`src/rtl/fifo_burst_drain.sv`:
```
`default_nettype none
// ============================================================================
//  Module   : fifo_burst_drain
//  Purpose  : Drains an async FIFO read port into a valid/ready stream.
//             The FIFO's one-cycle read latency is hidden behind a 3-entry
//             skid buffer. A last flag marks every BURST_LEN-th beat, and a
//             running count of accepted beats is kept.
//  Ports    : clk, rst         read-domain clock, async active-high reset
//             en               drain enable
//             rd_en            FIFO read request (out)
//             rd_data          FIFO read data, valid the cycle after rd_en
//             rd_empty         FIFO empty flag
//             m_valid/m_ready  output stream handshake
//             m_data, m_last   output beat data and end-of-burst flag
//             busy             read in flight or buffer non-empty
//             word_count       total beats accepted downstream
//  Revision : 1.0  initial release
// ============================================================================
module fifo_burst_drain #(
  parameter int DATA_WIDTH = 32,
  parameter int BURST_LEN  = 16,
  parameter int CNT_WIDTH  = 32
) (
  input  logic                  clk,
  input  logic                  rst,
  input  logic                  en,
  output logic                  rd_en,
  input  logic [DATA_WIDTH-1:0] rd_data,
  input  logic                  rd_empty,
  output logic                  m_valid,
  input  logic                  m_ready,
  output logic [DATA_WIDTH-1:0] m_data,
  output logic                  m_last,
  output logic                  busy,
  output logic [CNT_WIDTH-1:0]  word_count
);

  localparam int              BEAT_W      = (BURST_LEN > 1) ? $clog2(BURST_LEN) : 1;
  localparam logic [BEAT_W-1:0] c_last_beat = BEAT_W'(BURST_LEN - 1);

  logic [DATA_WIDTH-1:0] r_mem [3];
  logic [1:0]            r_head;
  logic [1:0]            r_tail;
  logic [1:0]            r_occ;
  logic                  r_inflight;
  logic [BEAT_W-1:0]     r_beat_cnt;
  logic [CNT_WIDTH-1:0]  r_word_count;

  logic [2:0]            w_fill;
  logic                  w_push;
  logic                  w_pop;

  // Pointer increment for a 3-deep ring: 0 -> 1 -> 2 -> 0.
  function automatic logic [1:0] f_next(input logic [1:0] p);
    return (p == 2'd2) ? 2'd0 : p + 2'd1;
  endfunction

  // Reserve a slot for the in-flight word so a capture can never overflow.
  // Only registered state feeds this, so m_ready has no path to rd_en.
  assign w_fill = {1'b0, r_occ} + {2'b00, r_inflight};
  assign rd_en  = !rst && en && !rd_empty && (w_fill < 3'd3);

  assign w_push = r_inflight;
  assign w_pop  = m_valid && m_ready;

  assign m_valid    = (r_occ != 2'd0);
  assign m_data     = r_mem[r_head];
  assign m_last     = m_valid && (r_beat_cnt == c_last_beat);
  assign busy       = r_inflight || (r_occ != 2'd0);
  assign word_count = r_word_count;

  always_ff @(posedge clk or posedge rst) begin
    if (rst) begin
      for (int i = 0; i < 3; i++) begin
        r_mem[i] <= '0;
      end
      r_head       <= 2'd0;
      r_tail       <= 2'd0;
      r_occ        <= 2'd0;
      r_inflight   <= 1'b0;
      r_beat_cnt   <= '0;
      r_word_count <= '0;
    end else begin
      r_inflight <= rd_en;

      if (w_push) begin
        r_mem[r_tail] <= rd_data;
        r_tail        <= f_next(r_tail);
      end

      if (w_pop) begin
        r_head       <= f_next(r_head);
        r_word_count <= r_word_count + 1'b1;
        // Burst position advances only on accepted beats, so it survives
        // empty gaps, backpressure and enable drops.
        if (r_beat_cnt == c_last_beat) begin
          r_beat_cnt <= '0;
        end else begin
          r_beat_cnt <= r_beat_cnt + 1'b1;
        end
      end

      case ({w_push, w_pop})
        2'b10:   r_occ <= r_occ + 2'd1;
        2'b01:   r_occ <= r_occ - 2'd1;
        default: r_occ <= r_occ;
      endcase
    end
  end

endmodule
`default_nettype wire

```
`config.mk`:
```
export PLATFORM = sky130hd
export DESIGN_NAME = fifo_burst_drain
export DESIGN_NICKNAME = d
export VERILOG_FILES = /design/src/rtl/fifo_burst_drain.sv
export SDC_FILE = /design/constraint.sdc
export NUM_CORES = 1
export LEC_CHECK = 0
export BUFFER_PORTS_ARGS = -buffer_cell sky130_fd_sc_hd__clkbuf_2
export CORE_MARGIN = 1
export CORE_UTILIZATION = 35
export CTS_CLUSTER_DIAMETER = 60
export CTS_CLUSTER_SIZE = 16
export DETAILED_ROUTE_END_ITERATION = 7
export GPL_ROUTABILITY_DRIVEN = 0
export PLACE_DENSITY = 0.52
export SLEW_MARGIN = 15
export SYNTH_ARGS = -nofsm -noshare
export SYNTH_HDL_FRONTEND = slang
export SYNTH_SLANG_ARGS = --single-unit
```
`constraint.sdc`:
```
create_clock -name clk -period 6.2 [get_ports clk]
set_input_delay 0 -clock clk [delete_from_list [all_inputs] [get_ports clk]]
set_output_delay 0 -clock clk [all_outputs]
set_load 0.1 [all_outputs]
```
==> results of run 1 <==
through the flow:
stage	hold WS, ns	cell area (sq um)	setup slack, ns	instances
2_1_floorplan	0.149	6280	1.23	487
3_3_place_gp	0.0744	6990	3.63	794
3_5_place_dp	0.0802	6990	3.52	794
4_1_cts	0.0535	8020	3.07	861
5_1_grt	0.0882	8020	2.85	861
6_report	0.0630	8020	3.18	861
state kept, by name, indices dropped and copies added, names as in the netlist:
register,count
word_count,32
r_mem,96
r_occ,2
r_beat_cnt,4
r_head,2
r_inflight,1
r_tail,2
worst max-delay path, delay by kind of cell, from the launching register on:
family                 cells  cell delay (ns)
buffers and inverters      2             0.90
AO/OA/AOI/OAI              1             0.11
flip-flops                 1             1.04
AND/OR/NAND/NOR            2             0.55
how the worst min path moves through the flow:
| stage | cells past startpoint | slack, ns | end | start |
|---|---|---|---|---|
| detailed placement | 2 | 0.08 | word_count[4] | rst |
| global placement | 2 | 0.07 | word_count[4] | rst |
| global route | 3 | 0.09 | word_count[0] | m_ready |
| floorplan | 1 | 0.15 | r_mem[0] | rd_data[0] |
| finish | 4 | 0.06 | word_count[1] | m_ready |
| CTS | 4 | 0.05 | word_count[1] | m_ready |
metal layers:
metal	share of wire	up-vias	global-route usage
li1	-	1984	-
met1	0.47	2113	0.205
met2	0.47	79	0.254
met3	0.044	9	0.0485
met4	0.0074	0	0.0475
met5	0	-	0
final cells by class:
cell class | count | area, sq um | share of cell area
sequential | 139 | 3480 | 0.434
multi-input combinational | 318 | 2660 | 0.332
timing repair buffer | 142 | 897 | 0.112
clock buffer | 22 | 494 | 0.0616
tap | 225 | 282 | 0.0351
clock inverter | 10 | 184 | 0.0229
inverter | 5 | 23.8 | 0.00296
what timing repair did:
item | in CTS | in global routing
hold buffers | 35 | 0
hold endpoints to repair | 150 | 0
setup buffers | 0 | 0
layout by cell type, fill, tap and decap left out, types with 2 or more instances in the layout:
cell / netlist / layout
a21oi_1: 2 / 2
and2_1: 2 / 2
and3_1: 4 / 4
and4_1: 4 / 4
buf_4: 2 / 2
bufinv_16: 0 / 5
clkbuf_16: 0 / 17
clkbuf_2: 0 / 104
clkbuf_8: 0 / 5
clkinv_2: 0 / 2
clkinvlp_4: 0 / 2
dfrtp_1: 139 / 138
dlygate4sd3_1: 0 / 35
ha_1: 5 / 5
inv_1: 3 / 2
inv_2: 2 / 2
inv_6: 0 / 2
mux2_2: 67 / 67
mux2_4: 30 / 30
mux2i_1: 32 / 32
nand2_1: 52 / 52
nand3_1: 16 / 15
nand4_1: 13 / 13
nor2_1: 7 / 7
o21ai_0: 36 / 36
or2_2: 2 / 2
xnor2_1: 31 / 31
xor2_1: 4 / 4
kinds of logic after synthesis:
group | count (synthesis) | share of synthesized area
flops | 139 | 0.553
mux | 129 | 0.243
simple gates | 108 | 0.0858
compound gates | 41 | 0.0342
xor+xnor | 35 | 0.0488
buf+inv | 30 | 0.0251
fa+ha+maj | 5 | 0.00995
==> summary.txt, run 1 <==
Outcome
  – Run status: completed

Clock tree
  – Clk buf depth: 2
  – Post_cts resized: 0
  – Total clock buffers created by CTS: 17
  – Clock root cell: clkbuf_16
  – CTS tree: done
  – H-Tree Level Count: 4
  – Clock latency reported for the late side of the worst-skew pair: ~0.4 ns
  – Clock sink count: 139
  – Clock transition at the registers of the reported paths: roughly 0.060 ns

Timing
  – Final Cycle Share: 0.487
  – Final setup violating endpoints: 0
  – Final clock skew: about 0.013 ns
  – Slew Limit Headroom: 0.230
  – Max-slew violation count: 0
  – Top achievable clock speed: 331 MHz
  – Setup TNS: 0 ns
  – Setup repair after global routing missed its margin: false
  – Final hold vios: 0
  – Crit path time final: a little over 3 ns
  – Worst-margin pin slew: approximately 1.2 ns

Logic synthesis
  – Library cell with the largest summed area after synthesis: dfrtp_1
  – Top cell types by occurrence after synthesis: dfrtp_1, mux2_2, nand2_1
  – Dominant cells by area after synthesis: dfrtp_1, mux2_2, mux2_4
  – Primary FF master, synth: dfrtp_1
  – Net count after synthesis: ~530
  – Area share of the largest cell type after synthesis: 0.553
  – Library cell with the highest instance count after synthesis: dfrtp_1
  – Cell area after synthesis: 0.00628 sq mm
  – Unique cell type count in the Yosys netlist: 31
  – Mapped Cells: between 400 and 500
  – Register area share after synthesis: 0.553
  – Syn Area/Cell: between 10 and 15 sq um
  – Number of synthesized register bits: 139
  – Fraction of synthesis flops using an asynchronous set or reset pin: 1.00
  – Warnings, synthesis: 0
  – Post-synth EDFFs: 0

Setup path
  – Crit path max fanout: 35
  – Endpoint of the worst register-to-register path: word_count[20]
  – Maximum single-stage delay on the critical path: about 1.0 ns
  – Setup slack, reg-to-reg: 4.08 ns
  – Nature of the critical path startpoint: register
  – Setup crit start: r_head[0]
  – Capturing element of the worst setup path: m_data[22]
  – Startpoint of the worst-slack reg-to-reg timing path: word_count[0]
  – Cell-by-cell trace of the critical path: nor2b_2 > buf_4 > nand2_1 > o21ai_0 > clkbuf_2
  – Data arrival time of the critical path: 3.02 ns
  – Worst Path Class, Setup: reg -> out
  – Cells on worst reg2reg path: 5
  – CP required: 6.20 ns
  – Type of destination of the critical path: output port
  – Slowest-stage cell, CP: dfrtp_1

Finish
  – N_diodes: 0
  – Fraction of the core area covered by cells at the end of the flow: 0.461
  – Fin nets: ~670
  – Fillers: about 1,600
  – Area growth from synthesis to final layout: 27.7%
  – Fraction of layout instances using a drive strength above 1: 0.392

Floorplan
  – Die height: between 100 and 150 um
  – Core region area: between 0.015 and 0.02 sq mm
  – Starting utilization of the core area: 0.361
  – Die width: ~140 um
  – Full die area: between 0.015 and 0.02 sq mm
  – Boundary pin count: between 100 and 150
  – Number of rows in the core area: 48

Route
  – Detail-routed net length per standard cell: about 16 um
  – DR DRC count: 0
  – Post-detailed-routing wire length: approximately 14 mm
  – Antenna viol nets, final: 0
  – First-pass DRT Iterations: 4
  – Mean number of vias per cell: 4.86
  – DRC marker count from the first detailed-route iteration: between 150 and 200
  – Total number of vias: roughly 4,200

Worst hold path
  – Class of the worst hold path: in -> reg

Placement
  – Count of port buffers added during placement: between 100 and 150
  – Post-DP HPWL: 8.69 mm

Global route
  – Remaining global-route overflow: 0
  – GRT Overall Usage: 0.158
  – Pin count of the biggest net entering global routing: 87
  – Wire length of the first global-routing pass: about 22 mm
  – Number of global-route vias before repair: between 4,000 and 5,000
  – Antenna violations before repair: 0

Run
  – Maximum capacitance violations: 0
Power of run 1 is not shown: default switching activity piles up to over one toggle a cycle in this logic, so the estimate is an artifact.
==> run 2: changes to the inputs <==
PLACE_DENSITY = 0.54   (was 0.52)
clock period = 2.55 ns   (was 6.2 ns; I/O delays follow)
==> run 2 against run 1 <==
Worst setup slack got worse by 2.9 ns. Clock skew fell by 0.0092 ns. Sequential share of layout area down 2.8 points. Final cell count up 1.2%. Critical path depth down 1. Register-to-register slack got worse by 3.4 ns. First-iteration DRC count is 8.6% lower. Count of clock-buffer cells in the layout shrank 3. Largest cell class unchanged. Flip-flop and latch count unchanged. Routed wire length up 1.6%. Global-route usage increased by 0.78 points.
==> summary.txt, run 2 (synthesis results as in run 1) <==
Global route
  – GR met1 Demand/Resource: 0.218 (+0.0135)
  – Global-route met3 utilization: 0.0515 (+0.00298)
  – GRT Overall Usage: 0.166 (+0.00776)
  – Wire length of the first global-routing pass: 23.5 mm (+4.9%)
  – Layer with the highest usage: met2
  – Remaining global-route overflow: 0 (unchanged)
  – Number of global-route vias before repair: 4,516 (+4.0%)
  – Pin count of the biggest net entering global routing: 140 (+61%)
  – Routing usage on met2: 0.261 (+0.00705)
  – Antenna violations before repair: 0 (unchanged)

Route
  – Antenna viol nets, final: 0 (unchanged)
  – First-pass DRT Iterations: 4 (unchanged)
  – DR DRC count: 0 (unchanged)
  – Mean number of vias per cell: 4.86 (-0.11%)
  – Total number of vias: 4,229 (+1.1%)
  – DRC marker count from the first detailed-route iteration: 148 (-8.6%)
  – Post-detailed-routing wire length: 14.0 mm (+1.6%)
  – Detail-routed net length per standard cell: 16.1 um (+0.47%)

Floorplan
  – Die height: 136 um (unchanged)
  – Die width: 136 um (unchanged)
  – Full die area: 0.0185 sq mm (unchanged)
  – Number of rows in the core area: 48 (unchanged)
  – Core region area: 0.0174 sq mm (unchanged)
  – Starting utilization of the core area: 0.361 (unchanged)
  – Boundary pin count: 105 (unchanged)

Finish
  – Fin nets: 675 (+1.5%)
  – Most common cell after layout, fill and taps aside: dfrtp_1
  – Register name with the most flops: r_mem
  – Commonest non-fill, non-tap cells in the layout: dfrtp_1, clkbuf_2, mux2_2
  – Area growth from synthesis to final layout: 36.4%
  – Fraction of layout instances using a drive strength above 1: 0.399 (+0.00787)
  – Largest register FFs: 96 (unchanged)
  – Final instance area: 0.00857 sq mm (+6.8%)
  – N_diodes: 0 (unchanged)
  – Fraction of the core area covered by cells at the end of the flow: 0.492 (+0.0315)

Clock tree
  – Clock sink count: 139 (unchanged)
  – H-Tree Level Count: 4 (unchanged)
  – Clock latency reported for the late side of the worst-skew pair: 0.41 ns (about the same)
  – Clock root cell: clkbuf_16
  – Clock transition at the registers of the reported paths: 0.06 ns (about the same)
  – Total clock buffers created by CTS: 17 (unchanged)
  – CTS tree: done
  – Clk buf depth: 2 (unchanged)
  – Post-CTS setup buffer count: 0 (unchanged)

Placement
  – Area after DPL: 0.00755 sq mm (+8.1%)
  – Post-DP HPWL: 8.83 mm (+1.7%)
  – Count of port buffers added during placement: 104 (unchanged)

Worst hold path
  – Class of the worst hold path: in -> async

Timing
  – Crit path time final: about 2.2 ns
  – Worst-margin pin slew: 0.841 ns (-0.314 ns)
  – Slew Limit Headroom: 0.439 (+0.209)
  – Final Cycle Share: 0.873
  – Final hold vios: 0 (unchanged)
  – Final clock skew: 0.00415 ns (-0.00916 ns)
  – Max-slew violation count: 0 (unchanged)
  – Setup repair after global routing missed its margin: false
  – Top achievable clock speed: 449 MHz
  – Final setup violating endpoints: 0 (unchanged)

Setup path
  – Slowest-stage cell, CP: dfrtp_2
  – Maximum single-stage delay on the critical path: 0.71 ns (-0.33 ns)
  – Worst Path Class, Setup: reg -> out
  – Nature of the critical path startpoint: register
  – CP required: 2.55 ns (-3.65 ns)
  – Setup slack, reg-to-reg: 0.65 ns (-3.43 ns)
  – Data arrival time of the critical path: 2.23 ns (-0.79 ns)
  – Type of destination of the critical path: output port
  – Cell-by-cell trace of the critical path: buf_4 > mux2i_1 > o21ai_1 > buf_12
  – Crit path max fanout: 17 (-51%)

Outcome
  – Run status: completed

Run
  – Maximum capacitance violations: 0 (unchanged)
## run 2: metal layers
layer  vias to the layer above  wire length [um]  part of all wire
li1                       2000                 -                 -
met1                      2115              6660              0.47
met2                        98              6520              0.46
met3                        16               685             0.049
met4                         0               159             0.011
met5                         -                 0                 0
## run 2: what timing repair did
item                                   CTS  global route
gates resized for setup                  0             0
endpoints found under the hold margin  237             0
hold buffers                            36             0
## run 2: worst paths after layout
check,cells past startpoint,to,start
max,4,m_data[28],r_head[1]
min,4,r_inflight,rst
max in group asynchronous,4,r_head[1],rst
min reg2reg,1,word_count[6],word_count[6]
min in group clk,3,r_mem[23],rd_data[23]
max reg2reg,4,word_count[29],r_occ[0]
## run 2: layout make-up
cell class              count  area, sq um
clock buffers              19          443
clock inverters            13          215
fillers                  1583         8840
inverters                   5         22.5
multi-input cells         318         2670
flip-flops and latches    139         3480
well taps                 225          282
repair buffers            152         1460
## run 2: worst max-delay path, delay by kind of cell, from the launching register on
family | cells | cell delay [ns]
buffers and inverters | 2 | 0.64
AO/OA/AOI/OAI | 1 | 0.33
flip-flops | 1 | 0.71
multiplexers | 1 | 0.12
## run 2: per-stage QoR
stage | setup TNS, ns | setup slack (ns) | instances | hold slack [ns]
6_report | 0 | 0.323 | 871 | 0.274
5_1_grt | 0 | 0.195 | 871 | 0.389
4_1_cts | 0 | 0.288 | 871 | 0.370
3_5_place_dp | 0 | 0.648 | 803 | 0.259
3_3_place_gp | 0 | 0.737 | 803 | 0.259
2_1_floorplan | -0.339 | -0.282 | 487 | 0.149
Power of run 2 is left out for the same reason.
